## src/rtl/subtractor32_serial_pkg.sv

```systemverilog
// Shared types and sizing for the nibble-serial 32-bit subtractor.
// The slice width is fixed by the adder4 slice adder.
package subtractor32_serial_pkg;

  localparam int DATA_W    = 32;
  localparam int SLICE_W   = 4;
  localparam int SLICE_CNT = DATA_W / SLICE_W;

  typedef enum logic [1:0] {
    ST_IDLE = 2'd0,
    ST_BUSY = 2'd1,
    ST_DONE = 2'd2
  } state_t;

  typedef struct packed {
    logic borrow;
    logic zero;
    logic negative;
    logic overflow;
  } flags_t;

  // Flags of a finished subtraction, from the full result and operand sign bits.
  function automatic flags_t calc_flags(input logic [DATA_W-1:0] diff_full,
                                        input logic              borrow_in,
                                        input logic              a_msb,
                                        input logic              b_msb);
    flags_t f;
    f.borrow   = borrow_in;
    f.zero     = (diff_full == '0);
    f.negative = diff_full[DATA_W-1];
    f.overflow = (a_msb != b_msb) && (diff_full[DATA_W-1] != a_msb);
    return f;
  endfunction

endpackage

```

## src/rtl/adder4.sv

```systemverilog
// 4-bit ripple slice adder with carry in/out.
// Purely combinational; no state, no flow control.
module adder4 (
  input  logic [3:0] i_a,
  input  logic [3:0] i_b,
  input  logic       i_cin,
  output logic [3:0] o_sum,
  output logic       o_cout
);

  assign {o_cout, o_sum} = {1'b0, i_a} + {1'b0, i_b} + {4'b0000, i_cin};

endmodule

```

## src/rtl/subtractor32_serial.sv

```systemverilog
// Nibble-serial a - b (a + ~b + 1), LSB slice first; result 8 cycles after accept.
// One operation in flight: in_ready only in IDLE, result held in DONE until out_ready.
module subtractor32_serial
  import subtractor32_serial_pkg::*;
#(
  parameter int NIBBLES = SLICE_CNT
) (
  input  logic                clk,
  input  logic                reset_n,
  input  logic                in_valid,
  output logic                in_ready,
  input  logic [DATA_W-1:0]   a,
  input  logic [DATA_W-1:0]   b,
  output logic                out_valid,
  input  logic                out_ready,
  output logic [DATA_W-1:0]   diff,
  output logic                borrow,
  output logic                zero,
  output logic                negative,
  output logic                overflow
);

  localparam int             K_W    = $clog2(NIBBLES);
  localparam logic [K_W-1:0] K_LAST = K_W'(NIBBLES - 1);
  localparam int             LOW_W  = DATA_W - SLICE_W;

  state_t              r_state;
  logic [DATA_W-1:0]   r_a;
  logic [DATA_W-1:0]   r_bn;
  logic [DATA_W-1:0]   r_diff;
  logic [K_W-1:0]      r_k;
  logic                r_carry;
  flags_t              r_flags;

  logic [SLICE_W-1:0]  w_a_sl;
  logic [SLICE_W-1:0]  w_bn_sl;
  logic [SLICE_W-1:0]  w_sum;
  logic                w_cout;
  logic                w_last;
  logic [DATA_W-1:0]   w_diff_final;
  flags_t              w_flags_final;

  assign w_a_sl  = r_a[r_k*SLICE_W +: SLICE_W];
  assign w_bn_sl = r_bn[r_k*SLICE_W +: SLICE_W];
  assign w_last  = (r_k == K_LAST);

  adder4 u_slice_add (
    .i_a    (w_a_sl),
    .i_b    (w_bn_sl),
    .i_cin  (r_carry),
    .o_sum  (w_sum),
    .o_cout (w_cout)
  );

  // On the last slice the top nibble is still in flight, so splice it in for the flags.
  assign w_diff_final  = {w_sum, r_diff[LOW_W-1:0]};
  assign w_flags_final = calc_flags(w_diff_final, ~w_cout, r_a[DATA_W-1], ~r_bn[DATA_W-1]);

  always_ff @(posedge clk or negedge reset_n) begin
    if (!reset_n) begin
      r_state <= ST_IDLE;
      r_a     <= '0;
      r_bn    <= '0;
      r_diff  <= '0;
      r_k     <= '0;
      r_carry <= 1'b0;
      r_flags <= '0;
    end else begin
      case (r_state)
        ST_IDLE: begin
          if (in_valid) begin
            r_a     <= a;
            r_bn    <= ~b;
            r_carry <= 1'b1;
            r_k     <= '0;
            r_state <= ST_BUSY;
          end
        end
        ST_BUSY: begin
          r_diff[r_k*SLICE_W +: SLICE_W] <= w_sum;
          r_carry <= w_cout;
          if (w_last) begin
            r_flags <= w_flags_final;
            r_state <= ST_DONE;
          end else begin
            r_k <= r_k + 1'b1;
          end
        end
        ST_DONE: begin
          if (out_ready) begin
            r_flags <= '0;
            r_state <= ST_IDLE;
          end
        end
        default: r_state <= ST_IDLE;
      endcase
    end
  end

  assign in_ready  = (r_state == ST_IDLE);
  assign out_valid = (r_state == ST_DONE);
  assign diff      = r_diff;
  assign borrow    = r_flags.borrow;
  assign zero      = r_flags.zero;
  assign negative  = r_flags.negative;
  assign overflow  = r_flags.overflow;

`ifdef FORMAL
  always_comb begin
    if (out_valid) begin
      assert (r_diff == r_a - ~r_bn);
      assert (borrow == (r_a < ~r_bn));
    end
  end
`endif

endmodule

```

## config.mk

```make
export PLATFORM = sky130hd
export DESIGN_NAME = subtractor32_serial
export DESIGN_NICKNAME = d
export VERILOG_FILES = /design/src/rtl/subtractor32_serial_pkg.sv /design/src/rtl/adder4.sv /design/src/rtl/subtractor32_serial.sv
export SDC_FILE = /design/constraint.sdc
export NUM_CORES = 1
export LEC_CHECK = 0
export CAP_MARGIN = 0
export CORE_MARGIN = 4
export CORE_UTILIZATION = 55
export DETAILED_ROUTE_END_ITERATION = 10
export PLACE_DENSITY = 0.95
export SLEW_MARGIN = 40
export SYNTH_ARGS = -nofsm -noshare
export SYNTH_HDL_FRONTEND = slang
export SYNTH_SLANG_ARGS = --single-unit
```

## constraint.sdc

```tcl
create_clock -name clk -period 6.9 [get_ports clk]
set_clock_uncertainty 0.2 [all_clocks]
set_input_delay 0.69 -clock clk [delete_from_list [all_inputs] [get_ports clk]]
set_output_delay 0.69 -clock clk [all_outputs]
set_load 0.05 [all_outputs]
```

==> flow_summary_export.csv <==
group,metric,value,unit
logic_synthesis,synth_area_leaders,"dfrtp_1, nand2_1, mux4_2, o21ai_0, mux2_2",
power_and_ir_drop,pwr_density_cell,547,mW/mm^2
floorplanning,die_y,102,um
logic_synthesis,netlist_instances,471,
logic_synthesis,syn_avg_cell_area,10.3,sq um
logic_synthesis,synthArstFlopShare,1.00,
cells_and_area,fillers,569,
floorplanning,die_w,102,um
cts,clk_latency,0.36,ns
global_routing,antenna_found_initial,0,
floorplanning,start_util,0.562,
logic_synthesis,syn-num-nets,551,
sta,tns,0,ns
cts,clk_pin_slew,0.10,ns
sta,final_hold_viol_count,0,
logic_synthesis,ys_types,43,
logic_synthesis,synth_compound_gate_area_share,0.0696,
floorplanning,core_area,0.00868,sq mm
floorplanning,io_pins,106,
sta,post-route-period-util,0.545,
logic_synthesis,synthFlopType,"dfrtp_1",
logic_synthesis,netlist_area,0.00487,sq mm
sta,whs,0.143,ns
sta,tightest_slew,0.655,ns
logic_synthesis,ys_seq_elements,106,
logic_synthesis,synth_fa_ha_area_frac,0.0339,
cts,cts_made_buffers,9,
route,wl_per_cell,17.7,um
route,drc,0,
cts,cts.sinks,106,
logic_synthesis,yosysTopAreaCell,"dfrtp_1",
logic_synthesis,muxShareOfSynthArea,0.121,
placement,dp.cells,667,
cts,h-tree-depth,3,
sta,rsz0062_at_grt,"false",
route,drt-pass1-iter-count,4,
power_and_ir_drop,ir_drop,394,uV
power_and_ir_drop,clkPwrFrac,0.132,
placement,dp_hpwl,9170,um
cells_and_area,stdcell_count,682,
setup_path,crit_arrival,3.84,ns
logic_synthesis,synth_top_family_by_area,"simple AND/OR/NAND/NOR gates",
sta,fin_crit,3.76,ns
logic_synthesis,synth_edf_count,0,
cells_and_area,layout-drive-gt1-share,0.105,
cts,ctsHoldBuffers,0,
floorplanning,row_count,34,
worst_hold_path,hold_class,"in -> async",
outcome,status,"completed",
sta,slew_viol_final,0,
cells_and_area,final_core_util,0.719,
route,via_count,3915,
cts,cts_tree,"done",
power_and_ir_drop,p_sw_frac,0.451,
route,via_per_inst,5.74,
cells_and_area,nNetsFinal,650,
power_and_ir_drop,finalPower,0.00341,W
floorplanning,dieArea,0.0104,sq mm
global_routing,grt_pass1_wl,20100,um
flow_run,drv_cap,0,
power_and_ir_drop,p_leak,2.91,nW
logic_synthesis,yosys_warnings,0,
logic_synthesis,synthXorXnorAreaFrac,0.00334,
sta,max_freq,266,MHz
sta,relSlewSlack,0.563,
global_routing,grt.total_usage,0.251,
cts,ctsResizeCount,0,
setup_path,start_kind,"flop",
logic_synthesis,synthSimpleGateAreaFrac,0.200,
cts,cts_buffer_depth,2,
route,ant_nets,0,
cts,cts_root_buf,"clkbuf_8",
route,drt_iter0_markers,198,
power_and_ir_drop,p_sw,0.00154,W
power_and_ir_drop,p_int,0.00187,W
global_routing,globalRouteOverflowTotal,0,
placement,io_buffers,105,
placement,globalplace.congestion,0.918,
cells_and_area,area_growth_syn_to_layout,27.9,%
logic_synthesis,synth_top_area_share,0.544,
sta,setup_viol,0,
logic_synthesis,ys_seq_area_frac,0.544,
cts,post-cts-setup-buffers,0,
setup_path,critPathKind,"reg -> reg",
cells_and_area,antenna_cells,0,
power_and_ir_drop,p_seq_frac,0.331,
power_and_ir_drop,comb_power_share,0.537,
global_routing,grt_pass1_vias,4198,
global_routing,grt_max_degree,98,
route,wl,12000,um
setup_path,crit_required,6.98,ns
setup_path,end_kind,"flop",
setup_path,crit_path_max_fanout,15,
-- per-layer routing --
metal	vias to the layer above	GRT usage	share of wire	routed length, um
met2	193	0.399	0.50	6010
met3	38	0.0601	0.080	961
li1	1790	-	-	-
met5	-	0	0	0
met1	1894	0.326	0.39	4690
met4	0	0.122	0.031	378
-- cell families (layout without fill, tap and decap cells) --
kind of cell               Yosys count  count (layout)
DFF                                106             106
muxes                               37              37
AOI/OAI and AO/OA                   58              58
xor gates and xnor gates             1               1
adders and majority gates           12              12
and+or+nand+nor                    226             226
buffers and inverters               31             134
-- worst paths after layout --
kind	to	from	cells after the start	slack, ns
max	zero$_DFFE_PN0P_	r_k[0]$_DFFE_PN0P_	9	3.14
min	r_bn[19]$_DFFE_PN0P_	reset_n	1	0.14
max reg2reg	zero$_DFFE_PN0P_	r_k[0]$_DFFE_PN0P_	9	3.14
min reg2reg	negative$_DFFE_PN0P_	negative$_DFFE_PN0P_	2	0.29
max in group asynchronous	r_k[1]$_DFFE_PN0P_	reset_n	2	5.24
min in group clk	negative$_DFFE_PN0P_	negative$_DFFE_PN0P_	2	0.29
-- layout by cell type (no fill, tap or decap), drive strengths merged --
cell type      count
dfrtp            106
fa                 2
o2111a             1
bufinv             3
a21o               1
a221o              1
o31ai              7
or3                4
nand4b             3
o21ai             41
o31a               1
and3               3
nand3b             1
and2               4
a21oi              2
nor2b              2
xor2               1
buf                4
inv               12
ha                10
mux2              17
clkdlybuf4s50    104
clkinvlp           2
mux2i              4
nand2b             3
a22o               2
clkbuf             9
and4b              1
nand3              7
nor2              16
nor3               1
and3b              1
a2bb2oi            1
nand2            169
nand4              2
nor4               5
a22oi              1
and2b              1
mux4              16
nor4b              3
-- area by class of cell --
| cell class | count | area, sq um | area share |
|---|---|---|---|
| Sequential cell | 106 | 2650 | 0.426 |
| Multi-Input combinational cell | 334 | 2090 | 0.336 |
| Timing Repair Buffer | 108 | 1070 | 0.172 |
| Tap cell | 108 | 135 | 0.0217 |
| Clock buffer | 9 | 124 | 0.0199 |
| Clock inverter | 6 | 114 | 0.0183 |
| Inverter | 11 | 41.3 | 0.00662 |
-- stage by stage --
stage	setup slack, ns	instance area, sq um
after CTS	3.08	6230
after detailed placement	3.11	5990
after global placement	3.35	5990
final	3.14	6240
after global routing	2.82	6240
after floorplan	3.59	4870
-- synthesized netlist by cell type (all sizes together) (3+ instances only) --
cell type / instances
and2: 4
and3: 3
buf: 8
clkbuf: 12
dfrtp: 106
ha: 10
inv: 11
mux2: 17
mux2i: 4
mux4: 16
nand2: 169
nand2b: 3
nand3: 7
nand4b: 3
nor2: 16
nor4: 5
nor4b: 3
o21ai: 41
o31ai: 7
or3: 4
-- state kept, by name, summed over array words and instances, names as in the netlist --
| signal | count |
|---|---|
| negative | 1 |
| borrow | 1 |
| diff | 32 |
| overflow | 1 |
| r_k | 3 |
| r_bn | 32 |
| r_a | 32 |
| zero | 1 |
| r_state | 2 |
| r_carry | 1 |
-- worst max-delay path, stage by stage, from the launching register on --
cell and delay (ns):
dfrtp_1 0.72, buf_4 0.36, mux4_2 0.27, mux2i_1 0.10
fa_1 0.42, fa_1 0.61, nor4b_1 0.28, nand4_1 0.15
or3_1 0.38, o31ai_1 0.19
-- power by group through the flow --
| stage | combinational, W | sequential (W) | clock [W] |
|---|---|---|---|
| 2_1_floorplan | 0.00109 | 0.00130 | 0 |
| 3_3_place_gp | 0.00172 | 0.00112 | 0 |
| 3_5_place_dp | 0.00182 | 0.00114 | 0 |
| 4_1_cts | 0.00184 | 0.00113 | 0.000455 |
| 5_1_grt | 0.00200 | 0.00116 | 0.000483 |
| 6_report | 0.00183 | 0.00113 | 0.000450 |
Power figures use the tool's default switching activity.
